**src/rtl/uart_program_loader.sv**
```systemverilog
// UART program loader: receives 3-byte {address, cmd-high, cmd-low} records over an 8N1 line
// and issues text-RAM write strobes. Define LOADER_PARITY_EN for 8E1 framing with parity checking.
module uart_program_loader #(
    parameter int CLKS_PER_BIT = 434,
    parameter int ADDR_WIDTH   = 8,
    parameter int DATA_WIDTH   = 12,
    parameter int TIMEOUT_CLKS = 16 * 10 * 434
) (
    input  logic                  clk,
    input  logic                  reset,
    input  logic                  rx,
    output logic                  program_write,
    output logic [DATA_WIDTH-1:0] program_cmd,
    output logic [ADDR_WIDTH-1:0] uart_address,
    output logic                  loading,
    output logic                  frame_error
);

    localparam int CW = (CLKS_PER_BIT > 1) ? $clog2(CLKS_PER_BIT) : 1;
    localparam int IW = $clog2(TIMEOUT_CLKS + 1);
    localparam logic [CW-1:0] FULL_LOAD = CW'(CLKS_PER_BIT - 1);
    localparam logic [CW-1:0] HALF_LOAD = CW'(CLKS_PER_BIT / 2 - 1);

`ifdef LOADER_PARITY_EN
    typedef enum logic [2:0] {S_IDLE, S_START, S_DATA, S_PARITY, S_STOP} rxState_t;
`else
    typedef enum logic [2:0] {S_IDLE, S_START, S_DATA, S_STOP} rxState_t;
`endif

    rxState_t        r_state;
    logic            r_rxMeta;
    logic            r_rxSync;
    logic            r_rxPrev;
    logic [CW-1:0]   r_bitCnt;
    logic [2:0]      r_bitIdx;
    logic [7:0]      r_shift;
`ifdef LOADER_PARITY_EN
    logic            r_parityBad;
`endif

    logic [1:0]      r_index;
    logic [7:0]      r_addrByte;
    logic [7:0]      r_highByte;
    logic [IW-1:0]   r_idleCnt;

    logic            w_expire;
    logic            w_stopSample;
    logic            w_byteAccept;
    logic            w_byteReject;
    logic            w_timeout;
    logic [1:0]      w_index;
    logic [15:0]     w_cmdFull;
    logic            w_unused;

    assign w_expire     = (r_bitCnt == '0);
    assign w_stopSample = (r_state == S_STOP) && w_expire;
`ifdef LOADER_PARITY_EN
    assign w_byteAccept = w_stopSample && r_rxSync && !r_parityBad;
`else
    assign w_byteAccept = w_stopSample && r_rxSync;
`endif
    assign w_byteReject = w_stopSample && !w_byteAccept;
    assign w_timeout    = (r_idleCnt == IW'(TIMEOUT_CLKS));
    // A byte landing on the timeout cycle starts a fresh record rather than extending the stale one.
    assign w_index      = w_timeout ? 2'd0 : r_index;
    assign w_cmdFull    = {r_highByte, r_shift};
    assign w_unused     = ^{r_addrByte, r_highByte, r_shift};

    always_ff @(posedge clk or posedge reset) begin
        if (reset) begin
            r_rxMeta    <= 1'b1;
            r_rxSync    <= 1'b1;
            r_rxPrev    <= 1'b1;
            r_state     <= S_IDLE;
            r_bitCnt    <= '0;
            r_bitIdx    <= 3'd0;
            r_shift     <= 8'd0;
`ifdef LOADER_PARITY_EN
            r_parityBad <= 1'b0;
`endif
        end else begin
            r_rxMeta <= rx;
            r_rxSync <= r_rxMeta;
            r_rxPrev <= r_rxSync;
            case (r_state)
                S_IDLE: begin
                    if (r_rxPrev && !r_rxSync) begin
                        r_state  <= S_START;
                        r_bitCnt <= HALF_LOAD;
                    end
                end
                S_START: begin
                    if (w_expire) begin
                        if (r_rxSync) begin
                            r_state <= S_IDLE;
                        end else begin
                            r_state  <= S_DATA;
                            r_bitCnt <= FULL_LOAD;
                            r_bitIdx <= 3'd0;
                        end
                    end else begin
                        r_bitCnt <= r_bitCnt - 1'b1;
                    end
                end
                S_DATA: begin
                    if (w_expire) begin
                        r_shift  <= {r_rxSync, r_shift[7:1]};
                        r_bitCnt <= FULL_LOAD;
                        r_bitIdx <= r_bitIdx + 3'd1;
                        if (r_bitIdx == 3'd7) begin
`ifdef LOADER_PARITY_EN
                            r_state <= S_PARITY;
`else
                            r_state <= S_STOP;
`endif
                        end
                    end else begin
                        r_bitCnt <= r_bitCnt - 1'b1;
                    end
                end
`ifdef LOADER_PARITY_EN
                S_PARITY: begin
                    if (w_expire) begin
                        r_parityBad <= r_rxSync ^ (^r_shift);
                        r_bitCnt    <= FULL_LOAD;
                        r_state     <= S_STOP;
                    end else begin
                        r_bitCnt <= r_bitCnt - 1'b1;
                    end
                end
`endif
                S_STOP: begin
                    if (w_expire) begin
                        r_state <= S_IDLE;
                    end else begin
                        r_bitCnt <= r_bitCnt - 1'b1;
                    end
                end
                default: r_state <= S_IDLE;
            endcase
        end
    end

    always_ff @(posedge clk or posedge reset) begin
        if (reset) begin
            r_index       <= 2'd0;
            r_addrByte    <= 8'd0;
            r_highByte    <= 8'd0;
            r_idleCnt     <= '0;
            program_write <= 1'b0;
            program_cmd   <= '0;
            uart_address  <= '0;
            loading       <= 1'b0;
            frame_error   <= 1'b0;
        end else begin
            program_write <= 1'b0;
            frame_error   <= 1'b0;
            if (w_byteAccept) begin
                r_idleCnt <= '0;
                loading   <= 1'b1;
                case (w_index)
                    2'd0: begin
                        r_addrByte <= r_shift;
                        r_index    <= 2'd1;
                    end
                    2'd1: begin
                        r_highByte <= r_shift;
                        r_index    <= 2'd2;
                    end
                    default: begin
                        uart_address  <= r_addrByte[ADDR_WIDTH-1:0];
                        program_cmd   <= w_cmdFull[DATA_WIDTH-1:0];
                        program_write <= 1'b1;
                        r_index       <= 2'd0;
                    end
                endcase
            end else if (w_byteReject) begin
                r_idleCnt   <= '0;
                frame_error <= 1'b1;
                r_index     <= 2'd0;
            end else if (w_timeout) begin
                r_index <= 2'd0;
                loading <= 1'b0;
            end else begin
                r_idleCnt <= r_idleCnt + 1'b1;
            end
        end
    end

endmodule

```
**config.mk**
```make
export PLATFORM = sky130hd
export DESIGN_NAME = uart_program_loader
export DESIGN_NICKNAME = d
export VERILOG_FILES = /design/src/rtl/uart_program_loader.sv
export SDC_FILE = /design/constraint.sdc
export NUM_CORES = 1
export LEC_CHECK = 0
export ABC_AREA = 1
export BUFFER_PORTS_ARGS = -buffer_cell sky130_fd_sc_hd__buf_2
export CAP_MARGIN = 15
export CORE_MARGIN = 3
export CORE_UTILIZATION = 65
export CTS_CLUSTER_SIZE = 24
export DETAILED_ROUTE_END_ITERATION = 10
export PLACE_DENSITY = 0.85
export SETUP_SLACK_MARGIN = 0.4
export SYNTH_ARGS = -nofsm -noshare
export SYNTH_HDL_FRONTEND = slang
export SYNTH_SLANG_ARGS = --single-unit
```
**constraint.sdc**
```tcl
create_clock -name clk -period 4.2 [get_ports clk]
set_input_delay 0.63 -clock clk [delete_from_list [all_inputs] [get_ports clk]]
set_output_delay 0.63 -clock clk [all_outputs]
set_load 0.02 [all_outputs]
```
Word level (Yosys, flattened, before mapping)
Cells that the tools add are included.
{"block": "word_totals", "regBits": 80, "input_bits": 3, "out_inout_bits": 23, "wordCells": 88}
{"block": "classes", "add_sub_neg": 3, "n_eq_ne": 16, "muxes": 31, "n_bitwise": 1, "n_reduce_logical": 21}
{"op": "$mux 17", "n": 3}
{"op": "$mux 9", "n": 5}
{"op": "$pmux 9 s4", "n": 1}
{"op": "$mux 3", "n": 8}
{"op": "$add 17x1->17 const B", "n": 1}
{"op": "$eq 17x17->1 const B", "n": 1}
{"op": "$ne 2x2->1 const B", "n": 8}
{"op": "$pmux 3 s4", "n": 1}
{"op": "$reduce_and 2->1", "n": 5}
{"op": "$logic_not 9->1", "n": 1}
{"op": "$sub 9x1->9 const B", "n": 1}
{"op": "$mux 2", "n": 4}
{"op": "$reduce_and 4->1", "n": 2}
{"op": "$mux 1", "n": 7}
{"op": "$eq 3x2->1 const B", "n": 2}
{"op": "$ne 3x3->1 const B", "n": 2}
{"op": "$pmux 3 s2", "n": 1}
{"op": "$reduce_and 5->1", "n": 1}
{"op": "$logic_and 1x1->1", "n": 4}
{"op": "$pmux 2 s2", "n": 1}
{"op": "$reduce_bool 2->1", "n": 2}
{"op": "$reduce_bool 4->1", "n": 1}
{"op": "$add 3x1->3 const B", "n": 1}
{"op": "$eq 3x1->1 const B", "n": 1}
{"op": "7 further kinds", "n": 8}

Depth between registers and ports, before layout
{"block": "logic_depth", "word_depth": 7, "depth_mapped": 13, "mapped_depth_nobuf": 12}

Least setup slack after synthesis
OpenSTA, ideal clock, no wires.
{"block": "synth_path", "path_type": "register -> register", "start": "reg r_bitCnt[0]", "end": "reg r_addrByte[0]", "setup_time_ns": 0.117, "t_arrival_ns": 1.488, "t_required_ns": 4.083, "setup_slack_ns": 2.596, "stages_incl_launch_ff": 11, "path_buffers": 1, "synth_period_minus_slack_ns": 1.604, "path_cell_list": "dfrtp_1 inv_1 ha_1 nand2_4 nor2_8 nand4_4 clkinv_2 buf_6 nand2_4 nand2_1 nand2_1"}
{"block": "synth_between", "elab_chain_cells": 4}
{"item": "from (decl)", "line_no": "34", "rtl": "logic [CW-1:0] r_bitCnt;"}
{"item": "from (signal assigned)", "line_no": "102", "rtl": "r_bitCnt <= r_bitCnt - 1'b1;"}
{"item": "from (signal assigned)", "line_no": "118", "rtl": "r_bitCnt <= r_bitCnt - 1'b1;"}
{"item": "from (signal assigned)", "line_no": "136", "rtl": "r_bitCnt <= r_bitCnt - 1'b1;"}
{"item": "$logic_not 9->1", "line_no": "55", "rtl": "assign w_expire = (r_bitCnt == '0);"}
{"item": "$logic_and 1x1->1", "line_no": "56", "rtl": "assign w_stopSample = (r_state == S_STOP) && w_expire;"}
{"item": "$logic_and 1x1->1", "line_no": "60", "rtl": "assign w_byteAccept = w_stopSample && r_rxSync;"}
{"item": "$reduce_and 2->1 (no source line)"}
{"item": "to (signal assigned)", "line_no": "163", "rtl": "r_addrByte <= r_shift;"}
{"item": "to (decl)", "line_no": "42", "rtl": "logic [7:0] r_addrByte;"}
Every way passes these cells.
A chain may end at the register's enable or synchronous reset.

Worst setup path in the final report
{"block": "layout_path", "start": "reg r_bitCnt[0]", "end": "reg r_index[1]"}
{"block": "layout_between", "elab_chain_cells": 7}
{"item": "$logic_not 9->1 *", "line_no": "55"}
{"item": "$logic_and 1x1->1 *", "line_no": "56"}
{"item": "$logic_and 1x1->1", "line_no": "60"}
{"item": "$logic_not 1->1", "line_no": "62", "rtl": "assign w_byteReject = w_stopSample && !w_byteAccept;"}
{"item": "$logic_and 1x1->1", "line_no": "62"}
{"item": "$mux 2", "line_no": "177", "rtl": "end else if (w_byteReject) begin"}
{"item": "$mux 2 *", "line_no": "158", "rtl": "if (w_byteAccept) begin"}
{"item": "to (signal assigned)", "line_no": "164", "rtl": "r_index <= 2'd1;"}
{"item": "to (signal assigned)", "line_no": "180", "rtl": "r_index <= 2'd0;"}
{"item": "to (signal assigned)", "line_no": "182", "rtl": "r_index <= 2'd0;"}
{"item": "to (decl)", "line_no": "41", "rtl": "logic [1:0] r_index;"}
Mark *: on every way between the ends. The rest lies on a longest branch, timed or not.

==> results.toml <==
[synthesis]
yosysTopAreaCell = "dfrtp_1"
yosysSeqAreaShare_pct = 51.4
synth_seq_cells = 79
syn_area_per_cell_um2 = 8.08
yosys.area.top_type_share_pct = 49.3
syn_nets = 490
synth.distinct_cells = 30
syn_area_um2 = 3860
ys_warn_count = 0
yosys-top-cells-area = "dfrtp_1, nand2_1, inv_1"
netlist_instances = 477

[clock_network]
cts_num_sinks = 79
cts_max_level = 3
cts_hold_buf = 0
clkTransAtPathRegs_ps = 90
cts_tree = "built"
clock_latency_ps = 360
clk_path_buf_depth = 2
cts_root_buffer = "clkbuf_8"
cts_made_buffers = 9
cts_resized = 0
post-cts-setup-buffer-count = 0

[critical_path]
cp_max_fo = 17
critPathLaunchType = "flop"
critPathKind = "flop to flop"
crit_path_end_kind = "flop"
crit_required_ps = 4430
crit_arrival_ps = 2330

[final_layout]
finalInstanceArea_um2 = 4240
area_growth_pct = 9.83
drive_above_1_share_pct = 12.3
antenna_cells_inserted = 0
fillers = 417
nNetsFinal = 519
layoutNonFillerInstCount = 583

[global_routing]
grt_max_degree = 57
grt_pass1_wl_um = 13300
antenna_found_initial = 0
gr-total-overflow = 0
grt_pass1_vias = 2968
grt.total_usage_pct = 23.6

[power]
ir_worst_vdd_mv = 0.321
power_mw = 2.24
leakage_nw = 2.38
power_density_nw_per_um2 = 530

[sta]
fin_crit_ps = 2100
whs_ps = 267
setup_viol = 0
finalHoldViolCount = 0
slew_viol_final = 0
post-route-period-util_pct = 50.0
setup-tns-final_ps = 0
clock.fmax_mhz = 476
slew-limit-headroom_pct = 58.1
rsz0062_at_grt = "no"
finalClockSkew_ps = 11.9
tightest_slew_ps = 627

[drt]
drt_iter0_markers = 228
routed_via_density = 5.37
drcViolationCount = 0
dr.pass1.iters = 5
drtAntennaViolNets = 0
wl_per_cell_um = 13.2
detail_route.wirelength_um = 7700
vias = 3129

[outcome]
status = "finished, final reports clean"

[die]
io_pins = 26
die_y_um = 83.0
die_w_um = 83.0
core_area_um2 = 5610
initial_utilization_pct = 68.8
rows = 27
die-area_um2 = 6890

[job]
maxCapViolCount = 0

[min_path]
hold_path.class = "input port to async pin"

[placed_design]
placed_cell_area_um2 = 3990
dp_hpwl_um = 5280
dpl.cell_count = 566
place.gp.congestion = 0.919
port_buffers = 25
-- metrics by stage --
step,worst slack [ps],utilization [%]
after floorplan,1550,-
after global placement,2240,71.2
after detailed placement,2120,71.2
after CTS,2120,75.2
after global routing,1900,75.5
final,2100,75.5
-- cells in the final DEF (no fill, tap or decap), types with 2 or more instances in the layout --
master     netlist  layout
nor3_1           3       3
inv_2            2       3
a21oi_1         18      18
bufinv_16        0       2
buf_2            2      25
dfstp_2          3       3
nand4_1          5       5
xor2_1           2       2
inv_1           51      50
nand2_1        175     175
o21bai_1         4       4
nand2_2          5       5
clkinv_4         0       2
nor2_1          42      42
nand2_4          2       2
clkbuf_8         0       9
nor2_4           2       2
ha_1            10      10
o21ai_0         21      21
nand3_1         37      37
dfrtp_1         76      76
-- per-layer routing --
metal,global-route usage (%),routed length (um),vias to the layer above
met5,0,0,-
met4,9.51,121,0
met3,6.05,413,10
met2,37.1,3680,87
met1,31.4,3490,1486
li1,-,-,1546
-- final timing paths --
path / startpoint / endpoint / slack (ps) / cells after the start
max: r_bitCnt[0]$_DFFE_PP0P_ / r_index[1]$_DFF_PP0_ / 2100 / 7
min: reset / r_idleCnt[12]$_DFFE_PP0P_ / 270 / 2
max reg2reg: r_bitCnt[0]$_DFFE_PP0P_ / r_index[1]$_DFF_PP0_ / 2100 / 7
min reg2reg: r_rxMeta$_DFF_PP1_ / r_rxSync$_DFF_PP1_ / 360 / 0
max in group asynchronous: reset / r_rxPrev$_DFF_PP1_ / 2970 / 4
min in group clk: r_rxMeta$_DFF_PP1_ / r_rxSync$_DFF_PP1_ / 360 / 0
-- layout make-up --
class	count	area, um2	area share, %
Timing Repair Buffer	27	153	3.60
Tap cell	72	90.1	2.13
Clock buffer	10	128	3.01
Sequential cell	79	1980	46.8
Inverter	54	204	4.82
Clock inverter	6	93.8	2.22
Multi-Input combinational cell	335	1590	37.5
-- state kept, by name, indices dropped and copies added (netlist names), 3 cells and up --
register / count
r_idleCnt: 17
program_cmd: 12
r_bitCnt: 9
r_addrByte: 8
r_shift: 8
uart_address: 8
r_highByte: 4
r_bitIdx: 3
-- cell families after synthesis --
| group | after synthesis | share of synthesized area, % |
|---|---|---|
| buf+inv | 63 | 7.49 |
| compound gates | 45 | 6.23 |
| xor+xnor | 3 | 0.682 |
| flops | 79 | 51.4 |
| simple gates | 277 | 31.0 |
| fa+ha+maj | 10 | 3.24 |
-- where the power goes --
part	internal [mW]	switching, mW
combinational	0.223	0.420
sequential	0.860	0.113
clock	0.339	0.290
-- synth_stat cells --
| cell | count |
|---|---|
| dfrtp_1 | 76 |
| dfstp_2 | 3 |
| nand3_1 | 37 |
| nand3_2 | 1 |
| clkinv_2 | 1 |
| nand4_4 | 1 |
| buf_6 | 6 |
| xnor2_1 | 1 |
| nor3_1 | 3 |
| o21ai_0 | 21 |
| nor2_1 | 42 |
| nor2_8 | 1 |
| nor2_2 | 1 |
| nand4_1 | 5 |
| nor2_4 | 2 |
| o21bai_1 | 4 |
| buf_4 | 1 |
| inv_1 | 51 |
| ha_1 | 10 |
| inv_2 | 2 |
| nor3b_1 | 1 |
| o21ai_2 | 1 |
| nand2_2 | 5 |
| o22ai_1 | 1 |
| nand2_4 | 2 |
| buf_2 | 2 |
| xor2_1 | 2 |
| a21oi_1 | 18 |
| nand2_1 | 175 |
| nand3b_1 | 1 |
-- critical path: stages, from the launching register on --
cell and delay [ps]:
dfrtp_1 400, inv_1 100, ha_1 280, nand2_4 110
nor2_8 160, nand3_1 470, inv_1 320, o22ai_1 130
Note: power is estimated with default switching activity, not from simulation.
